==> src/rtl/mem_access.sv <==
// mem_access: memory stage of a small RISC-V style pipeline.
// It decodes load and store instructions, issues a single data-memory
// request, waits for the acknowledge or a timeout, and extracts and extends
// the load result for write-back.
//
// Ports
//   clk, reset               single clock; synchronous active-high reset
//   start_i                  one-cycle pulse: instruction entered the stage
//   ir_i, addr_i, rs2_i      instruction, effective address, store data
//                            (held stable from start_i until done_o)
//   mem_o                    extended load result
//   wd_q_readin_o, done_o    one-cycle completion strobes (coincident)
//   busy_o                   stage occupied (REQ or DONE)
//   fault_o                  misalign / illegal funct3 / ack timeout
//   dmem_req_o, dmem_we_o    data-memory request and write enable
//   dmem_addr_o, dmem_be_o   word address and byte enables
//   dmem_wdata_o             lane-replicated store data
//   dmem_rdata_i, dmem_ack_i read data and acknowledge from data memory
module mem_access #(
  parameter int ACK_TIMEOUT = 16
) (
  input  logic        clk,
  input  logic        reset,
  input  logic        start_i,
  input  logic [31:0] ir_i,
  input  logic [31:0] addr_i,
  input  logic [31:0] rs2_i,
  output logic [31:0] mem_o,
  output logic        wd_q_readin_o,
  output logic        done_o,
  output logic        busy_o,
  output logic        fault_o,
  output logic        dmem_req_o,
  output logic        dmem_we_o,
  output logic [31:0] dmem_addr_o,
  output logic [3:0]  dmem_be_o,
  output logic [31:0] dmem_wdata_o,
  input  logic [31:0] dmem_rdata_i,
  input  logic        dmem_ack_i
);

  localparam logic [1:0] S_IDLE = 2'd0;
  localparam logic [1:0] S_REQ  = 2'd1;
  localparam logic [1:0] S_DONE = 2'd2;

  localparam logic [6:0] OP_LOAD  = 7'b0000011;
  localparam logic [6:0] OP_STORE = 7'b0100011;

  // Last count value before the timeout fires.
  localparam logic [7:0] CNT_LAST = 8'(ACK_TIMEOUT - 1);

  logic [1:0] state;
  logic [7:0] cnt;
  logic [2:0] f3_q;
  logic [1:0] off_q;
  logic       load_q;

  // Decode of the incoming instruction.
  logic [6:0] opcode;
  logic [2:0] funct3;
  logic       is_load, is_store, legal, misalign;
  logic [3:0] be_c;
  logic [31:0] wdata_c;

  assign opcode   = ir_i[6:0];
  assign funct3   = ir_i[14:12];
  assign is_load  = (opcode == OP_LOAD);
  assign is_store = (opcode == OP_STORE);

  // Bits of the instruction word this stage has no use for.
  logic unused_ir;
  assign unused_ir = ^{ir_i[31:15], ir_i[11:7]};

  always_comb begin
    legal = 1'b0;
    if (is_load) begin
      case (funct3)
        3'b000, 3'b001, 3'b010, 3'b100, 3'b101: legal = 1'b1;
        default:                                legal = 1'b0;
      endcase
    end else if (is_store) begin
      legal = (funct3[2] == 1'b0) && (funct3[1:0] != 2'b11);
    end
  end

  // funct3[1:0] encodes access size for every legal load/store.
  assign misalign = ((funct3[1:0] == 2'b01) && addr_i[0]) ||
                    ((funct3[1:0] == 2'b10) && (addr_i[1:0] != 2'b00));

  always_comb begin
    be_c    = 4'b1111;
    wdata_c = rs2_i;
    case (funct3[1:0])
      2'b00: begin
        be_c    = 4'b0001 << addr_i[1:0];
        wdata_c = {4{rs2_i[7:0]}};
      end
      2'b01: begin
        be_c    = addr_i[1] ? 4'b1100 : 4'b0011;
        wdata_c = {2{rs2_i[15:0]}};
      end
      default: begin
        be_c    = 4'b1111;
        wdata_c = rs2_i;
      end
    endcase
  end

  // Load extraction uses the size/offset captured when the request started.
  logic [7:0]  byte_sel;
  logic [15:0] half_sel;
  logic [31:0] load_data;

  assign byte_sel = dmem_rdata_i[8*off_q +: 8];
  assign half_sel = off_q[1] ? dmem_rdata_i[31:16] : dmem_rdata_i[15:0];

  always_comb begin
    case (f3_q)
      3'b000:  load_data = {{24{byte_sel[7]}}, byte_sel};
      3'b001:  load_data = {{16{half_sel[15]}}, half_sel};
      3'b100:  load_data = {24'd0, byte_sel};
      3'b101:  load_data = {16'd0, half_sel};
      default: load_data = dmem_rdata_i;
    endcase
  end

  assign busy_o        = (state != S_IDLE);
  assign done_o        = (state == S_DONE);
  assign wd_q_readin_o = (state == S_DONE);
  assign dmem_req_o    = (state == S_REQ);

  always_ff @(posedge clk) begin
    if (reset) begin
      state        <= S_IDLE;
      cnt          <= 8'd0;
      mem_o        <= 32'd0;
      fault_o      <= 1'b0;
      dmem_we_o    <= 1'b0;
      dmem_be_o    <= 4'd0;
      dmem_addr_o  <= 32'd0;
      dmem_wdata_o <= 32'd0;
      f3_q         <= 3'd0;
      off_q        <= 2'd0;
      load_q       <= 1'b0;
    end else begin
      case (state)
        S_IDLE: begin
          if (start_i) begin
            fault_o <= 1'b0;
            if (is_load || is_store) begin
              if (!legal || misalign) begin
                fault_o <= 1'b1;
                state   <= S_DONE;
              end else begin
                state        <= S_REQ;
                cnt          <= 8'd0;
                dmem_we_o    <= is_store;
                dmem_be_o    <= be_c;
                dmem_addr_o  <= {addr_i[31:2], 2'b00};
                dmem_wdata_o <= wdata_c;
                f3_q         <= funct3;
                off_q        <= addr_i[1:0];
                load_q       <= is_load;
              end
            end else begin
              state <= S_DONE;
            end
          end
        end
        S_REQ: begin
          // Ack takes priority over a timeout on the same edge.
          if (dmem_ack_i) begin
            state     <= S_DONE;
            dmem_we_o <= 1'b0;
            dmem_be_o <= 4'd0;
            if (load_q) mem_o <= load_data;
          end else if (cnt == CNT_LAST) begin
            state     <= S_DONE;
            fault_o   <= 1'b1;
            dmem_we_o <= 1'b0;
            dmem_be_o <= 4'd0;
          end else begin
            cnt <= cnt + 8'd1;
          end
        end
        S_DONE:  state <= S_IDLE;
        default: state <= S_IDLE;
      endcase
    end
  end

endmodule

==> config.mk <==
export PLATFORM = sky130hd
export DESIGN_NAME = mem_access
export DESIGN_NICKNAME = d
export VERILOG_FILES = /design/src/rtl/mem_access.sv
export SDC_FILE = /design/constraint.sdc
export NUM_CORES = 1
export LEC_CHECK = 0
export CAP_MARGIN = 10
export CORE_MARGIN = 8
export CORE_UTILIZATION = 44
export CTS_BUF_LIST = sky130_fd_sc_hd__clkbuf_8
export CTS_CLUSTER_DIAMETER = 200
export DETAILED_ROUTE_END_ITERATION = 7
export GPL_ROUTABILITY_DRIVEN = 0
export PLACE_DENSITY = 0.84
export SETUP_SLACK_MARGIN = 0.4
export SKIP_CTS_REPAIR_TIMING = 1
export SLEW_MARGIN = 20
export SYNTH_ARGS = -nofsm -noshare
export SYNTH_HDL_FRONTEND = slang
export SYNTH_SLANG_ARGS = --single-unit
==> constraint.sdc <==
create_clock -name clk -period 3.4 [get_ports clk]
set_input_delay 0.34 -clock clk [delete_from_list [all_inputs] [get_ports clk]]
set_output_delay 0.34 -clock clk [all_outputs]
set_load 0.05 [all_outputs]
==> summary.txt, run 1 <==
Status
  – Status: complete, no violations

Clock network
  – Reg clk slew, reported paths: 0.06 ns
  – Worst skew pair latency: 0.44 ns
  – CTS Sinks: 116
  – CTS max path bufs: 2
  – H-tree level count: 4
  – CTS tree: built
  – CTS Buf Count: 17
  – Clock root buffer master: clkbuf_8

Final layout
  – Core Util, Final: 65.8%
  – Share of cells above drive strength 1: 8.31%
  – Area delta synth->final: 47.1%
  – Finished Cell Area: 0.00787 sq mm
  – ANT cells: 0
  – Nets: 974
  – Fin cells: 1,001

Timing
  – Crit path time final: 2.51 ns
  – Slew Viols, Final: 0
  – Worst-Margin Slew: 0.860 ns
  – Setup TNS: 0 ns
  – Clk_skew: 0.0107 ns
  – RSZ-0062 raised after global routing: no
  – Final worst slack: 0.893 ns
  – Final cycle utilization of the critical path: 73.7%
  – Hold slack: 0.449 ns
  – Max Freq: 399 MHz
  – Endpoints failing setup: 0
  – Count of final hold-check violations: 0
  – Max transition margin: 42.6%

Route
  – DRC errors left: 0
  – Iter 0 DRT Violations: 451
  – Vias per inst: 5.36
  – Via count: 5,363
  – WL/cell: 17.2 um
  – Routed Wire Length: 17,200 um
  – Routed Antenna Nets: 0
  – Drt first pass iters: 4

Setup path
  – CP Class: reg2out
  – Endpoint class of the critical path: output pin
  – Flop-to-flop setup slack: 1.26 ns
  – Crit path launch type: flip-flop
  – Reg2reg start: state[0]
  – Worst reg-to-reg path cell count: 5
  – FF-to-FF End: dmem_wdata_o[22]
  – Crit path max fanout: 10
  – CP Data Required Time: 3.06 ns
  – CP arrival: 2.17 ns

Pwr
  – Net Sw Power: 0.687 mW
  – Power share of the combinational group: 9.3%
  – VDD IR max: 300 uV
  – Power Internal: 2.31 mW
  – Total power draw: 2.99 mW
  – Switch share: 23.0%
  – Pwr Density: 381 mW/mm^2
  – Clock share of power: 45.2%
  – Pleak: 2.64 nW
  – Flop pwr share: 45.5%

Yosys
  – Post-synth EDFFs: 0
  – Mapped Cells: 653
  – Register area share after synthesis: 43.4%
  – Cell variety after synth: 57
  – Synthesized area per cell: 8.19 sq um
  – Yosys top cell area share: 43.4%
  – Synthesis-stage register bit count: 116
  – Synth area leader: dfxtp_1
  – Post-synthesis cell area: 0.00535 sq mm
  – Largest cells by area after synthesis: dfxtp_1, nand2_1, a21oi_1
  – Async SR Flop Fraction: 0%
  – Top_reg_cell synth: dfxtp_1
  – Synthesis Warnings: 0

Die
  – Die ar.: 0.0159 sq mm
  – CORE AREA: 0.0120 sq mm
  – I/O pins: 238
  – Site Rows: 40
  – Die Y: 126 um
  – Effective utilization at floorplan: 44.7%
  – Die X: 126 um

Global route
  – Initial antenna violation count: 0
  – Largest net degree at the start of global routing: 73
  – First-pass GRT wire length: 26,400 um
  – Total gr overflow: 0
  – Vias in the first global route: 4,924
  – GR Util All Layers: 20.9%

Min path
  – Hold Path Depth: 3
  – Hold path endpoint: dmem_addr_o[11]
  – Min-delay worst type: in2reg
  – Worst Min Path Start: addr_i[11]

Placed design
  – Placed insts: 969
  – Place WS: 0.694 ns
  – Hpwl dp: 12,700 um
  – Placement-stage cell area: 0.00744 sq mm
  – IO buf count: 213

Run
  – Maxcap violations: 0
-- synthesized netlist by cell type, types with 2 or more instances --
cell type  count
clkbuf_8       2
buf_1          4
dfxtp_1      116
nand2b_1      11
nor3b_2        2
inv_1          3
or2_2          2
nor2_1        52
a211oi_2      10
or4_1          2
buf_6          4
clkbuf_1      21
o211ai_1       6
a21oi_1       75
nor4_1         3
or3_1          2
o221a_2        6
nand3_1        8
mux2i_1       23
nor2b_1       12
nand2_1      154
o21ai_0       23
a311oi_1      17
buf_2         14
nor3_1         4
a211oi_1      24
a31oi_1        5
a22oi_1        8
buf_4         10
and3_1         3
-- power by group through the flow --
stage / Clock, mW / Sequential [mW] / Combinational, mW
6_report: 1.35 / 1.36 / 0.278
5_1_grt: 1.43 / 1.36 / 0.296
4_1_cts: 1.37 / 1.36 / 0.277
3_5_place_dp: 0 / 1.39 / 0.276
3_3_place_gp: 0 / 1.39 / 0.273
2_1_floorplan: 0 / 1.40 / 0.102
-- state kept, by name, indices dropped and copies added, names as in the netlist --
register	cells
state	2
off_q	2
dmem_addr_o	30
dmem_we_o	1
mem_o	32
f3_q	3
cnt	8
dmem_be_o	4
load_q	1
dmem_wdata_o	32
fault_o	1
-- per-layer routing --
metal | track usage (%) | part of all wire [%] | up-vias
met2 | 32.3 | 47 | 221
li1 | - | - | 2666
met3 | 7.76 | 8.4 | 30
met1 | 25.1 | 42 | 2446
met5 | 0 | 0 | -
met4 | 9.91 | 2.6 | 0
-- logic make-up (layout without fill, tap and decap cells) --
kind of cell	Yosys count	count (layout)	synth area share, %
adder cells (fa/ha/maj)	1	1	0.234
multiplexers	24	24	4.73
other	1	2	0.0701
AND/OR/NAND/NOR	264	264	21.4
AO/OA/AOI/OAI	186	186	23.7
buffers and inverters	61	261	6.46
flip-flops	116	116	43.4
-- critical path, cell delays in order (launching register included) --
cell and delay, ns:
dfxtp_1 0.44, nand2b_1 0.27, inv_2 0.19, clkdlybuf4s50_1 0.84
-- how the worst max path moves through the flow --
stage	from	endpoint	slack (ns)	depth (start not counted)
5_1_grt	state[0]	dmem_req_o	0.79	3
2_1_floorplan	state[1]	wd_q_readin_o	1.58	2
3_5_place_dp	addr_i[1]	dmem_wdata_o[22]	0.69	6
3_3_place_gp	addr_i[1]	dmem_be_o[3]	0.73	6
4_1_cts	state[0]	dmem_req_o	0.86	3
6_report	state[0]	dmem_req_o	0.89	3
-- layout by cell type, fill, tap and decap left out, types with 3 or more instances in the layout --
cell	Yosys	layout
and3_1	3	3
mux2i_1	23	23
a211oi_2	10	10
dfxtp_1	116	116
nor2_1	52	52
bufinv_16	0	3
a22oi_1	8	8
clkinv_2	0	4
o21ai_0	23	23
nand2_1	154	154
a31oi_1	5	5
o211ai_1	6	6
nor2b_1	12	12
buf_4	10	13
nor3_1	4	4
clkdlybuf4s50_1	0	212
a21oi_1	75	75
nand3_1	8	8
clkbuf_8	2	21
nor4_1	3	3
inv_1	3	5
a311oi_1	17	17
a211oi_1	24	24
o221a_2	6	6
nand2b_1	11	11
-- cell type report --
| class | count | area (sq um) |
|---|---|---|
| fillers | 998 | 4100 |
| multi-input cells | 477 | 2700 |
| flip-flops and latches | 116 | 2320 |
| repair buffers | 225 | 2220 |
| clock buffers | 21 | 289 |
| well taps | 147 | 184 |
| clock inverters | 11 | 133 |
| inverters | 4 | 15.0 |
(Power assumes the default switching activity.)
==> run 2: changes to the inputs <==
--- a/config.mk
+++ b/config.mk
@@ -7,12 +7,12 @@
 export LEC_CHECK = 0
 export CAP_MARGIN = 10
 export CORE_MARGIN = 8
-export CORE_UTILIZATION = 44
+export CORE_UTILIZATION = 39
 export CTS_BUF_LIST = sky130_fd_sc_hd__clkbuf_8
 export CTS_CLUSTER_DIAMETER = 200
 export DETAILED_ROUTE_END_ITERATION = 7
 export GPL_ROUTABILITY_DRIVEN = 0
-export PLACE_DENSITY = 0.84
+export PLACE_DENSITY = 0.79
 export SETUP_SLACK_MARGIN = 0.4
 export SKIP_CTS_REPAIR_TIMING = 1
 export SLEW_MARGIN = 20
==> constraint.sdc (replaced) <==
create_clock -name clk -period 2.1 [get_ports clk]
set_input_delay 0.21 -clock clk [delete_from_list [all_inputs] [get_ports clk]]
set_output_delay 0.21 -clock clk [all_outputs]
set_load 0.05 [all_outputs]
==> summary.txt, run 2 (synthesis results as in run 1) <==
Route
  – Routed Wire Length: 19,300 um
  – Drt first pass iters: 5
  – Routed Antenna Nets: 0
  – WL/cell: 18.2 um
  – Via count: 5,629
  – DRC errors left: 0
  – Vias per inst: 5.31
  – Iter 0 DRT Violations: 457

Pwr
  – Flop pwr share: 43.6%
  – Power share of the combinational group: 9.4%
  – VDD IR max: 628 uV
  – Clock share of power: 47.0%
  – Switch share: 22.5%
  – Power Internal: 3.92 mW
  – Pleak: 4.76 nW
  – Pwr Density: 587 mW/mm^2
  – Net Sw Power: 1.14 mW

Status
  – Status: complete, no violations

Setup path
  – Crit path launch type: flip-flop
  – Endpoint class of the critical path: flip-flop
  – Reg2reg start: cnt[0]
  – CP peak stage delay: 0.49 ns
  – Buf/Inv on CP: 1
  – Worst setup startpoint: cnt[0]
  – Crit path max fanout: 4
  – CP arrival: 2.07 ns
  – CP max stage cell: or4_1
  – Crit path max-delay family: simple AND/OR/NAND/NOR gates
  – CP Class: reg2reg
  – Worst path cell trace: ha_1 -> nand3_1 -> o21ai_4 -> buf_4 -> or4_1 -> a31oi_1
  – CP Data Required Time: 2.46 ns

Timing
  – Max transition margin: 60.7%
  – Final cycle utilization of the critical path: 81.0%
  – Count of final hold-check violations: 0
  – Setup TNS: 0 ns
  – Crit path time final: 1.70 ns
  – RSZ-0062 raised after global routing: yes
  – Max Freq: 588 MHz
  – Hold slack: 0.263 ns
  – Slew Viols, Final: 0
  – Endpoints failing setup: 0
  – Clk_skew: 0.00936 ns
  – Worst-Margin Slew: 0.589 ns

Global route
  – GR Util All Layers: 19.9%
  – Initial antenna violation count: 0
  – Total gr overflow: 0
  – First-pass GRT wire length: 28,400 um
  – Vias in the first global route: 5,329
  – Largest net degree at the start of global routing: 59

Final layout
  – ANT cells: 0
  – Nets: 1,004
  – Regs by FF count: dmem_wdata_o: 32 flops, mem_o: 32 flops, dmem_addr_o: 30 flops
  – Share of cells above drive strength 1: 14.1%
  – Area delta synth->final: 61.1%
  – Commonest non-fill, non-tap cell in the layout: nand2_1
  – Commonest cells after routing, fill and taps aside: nand2_1, dfxtp_1, clkdlybuf4s50_1

Die
  – Site Rows: 42
  – Die Y: 133 um
  – Die ar.: 0.0177 sq mm
  – CORE AREA: 0.0133 sq mm
  – Effective utilization at floorplan: 40.2%
  – Die X: 133 um
  – I/O pins: 238

Run
  – Maxcap violations: 0

Clock network
  – Clock root buffer master: clkbuf_8
  – H-tree level count: 4
  – CTS tree: built
  – CTS max path bufs: 2
  – Worst skew pair latency: 0.43 ns
  – Reg clk slew, reported paths: 0.07 ns
  – CTS Sinks: 116
  – CTS Buf Count: 17

Min path
  – Worst Min Path Start: reset
  – Min-delay worst type: in2reg

Placed design
  – Hpwl dp: 13,300 um
  – IO buf count: 213
-- run 2: through the flow --
step | cell area [sq um] | cells | util, % | setup WS [ns] | total power [mW]
final | 8620 | 1060 | 64.8 | 0.399 | 5.05
after global routing | 8620 | 1060 | 64.8 | 0.318 | 5.22
after CTS | 8120 | 1049 | 61.1 | -0.0963 | 5.08
after detailed placement | 7670 | 1017 | 57.7 | -0.00293 | 2.72
after global placement | 7670 | 1017 | 57.7 | 0.0635 | 2.72
after floorplan | 5350 | 654 | - | 0.411 | 2.43
-- run 2: final timing paths --
check | end | slack, ns | cells past startpoint
worst max-delay path | cnt[7] | 0.40 | 6
worst min-delay path | dmem_addr_o[30] | 0.26 | 2
worst max register to register | cnt[7] | 0.40 | 6
worst min register to register | dmem_addr_o[9] | 0.45 | 2
-- run 2: area by class of cell --
class                   instances  area (sq um)
flip-flops and latches        116          2340
repair buffers                254          2780
multi-input cells             478          2810
clock buffers                  19           262
clock inverters                13           190
well taps                     176           220
fillers                      1111          4680
inverters                       4          17.5
-- run 2: metal layers --
layer / track usage [%] / routed length (um)
met3: 8.23 / 1840
met4: 8.55 / 414
met5: 0 / 0
met1: 22.7 / 7860
met2: 32.1 / 9160
-- run 2: power by group through the flow --
stage,registers (mW),clock network (mW),logic [mW]
floorplan,2.26,0,0.165
finish,2.20,2.37,0.477
CTS,2.21,2.41,0.469
global placement,2.26,0,0.461
global route,2.20,2.52,0.505
detailed placement,2.26,0,0.465
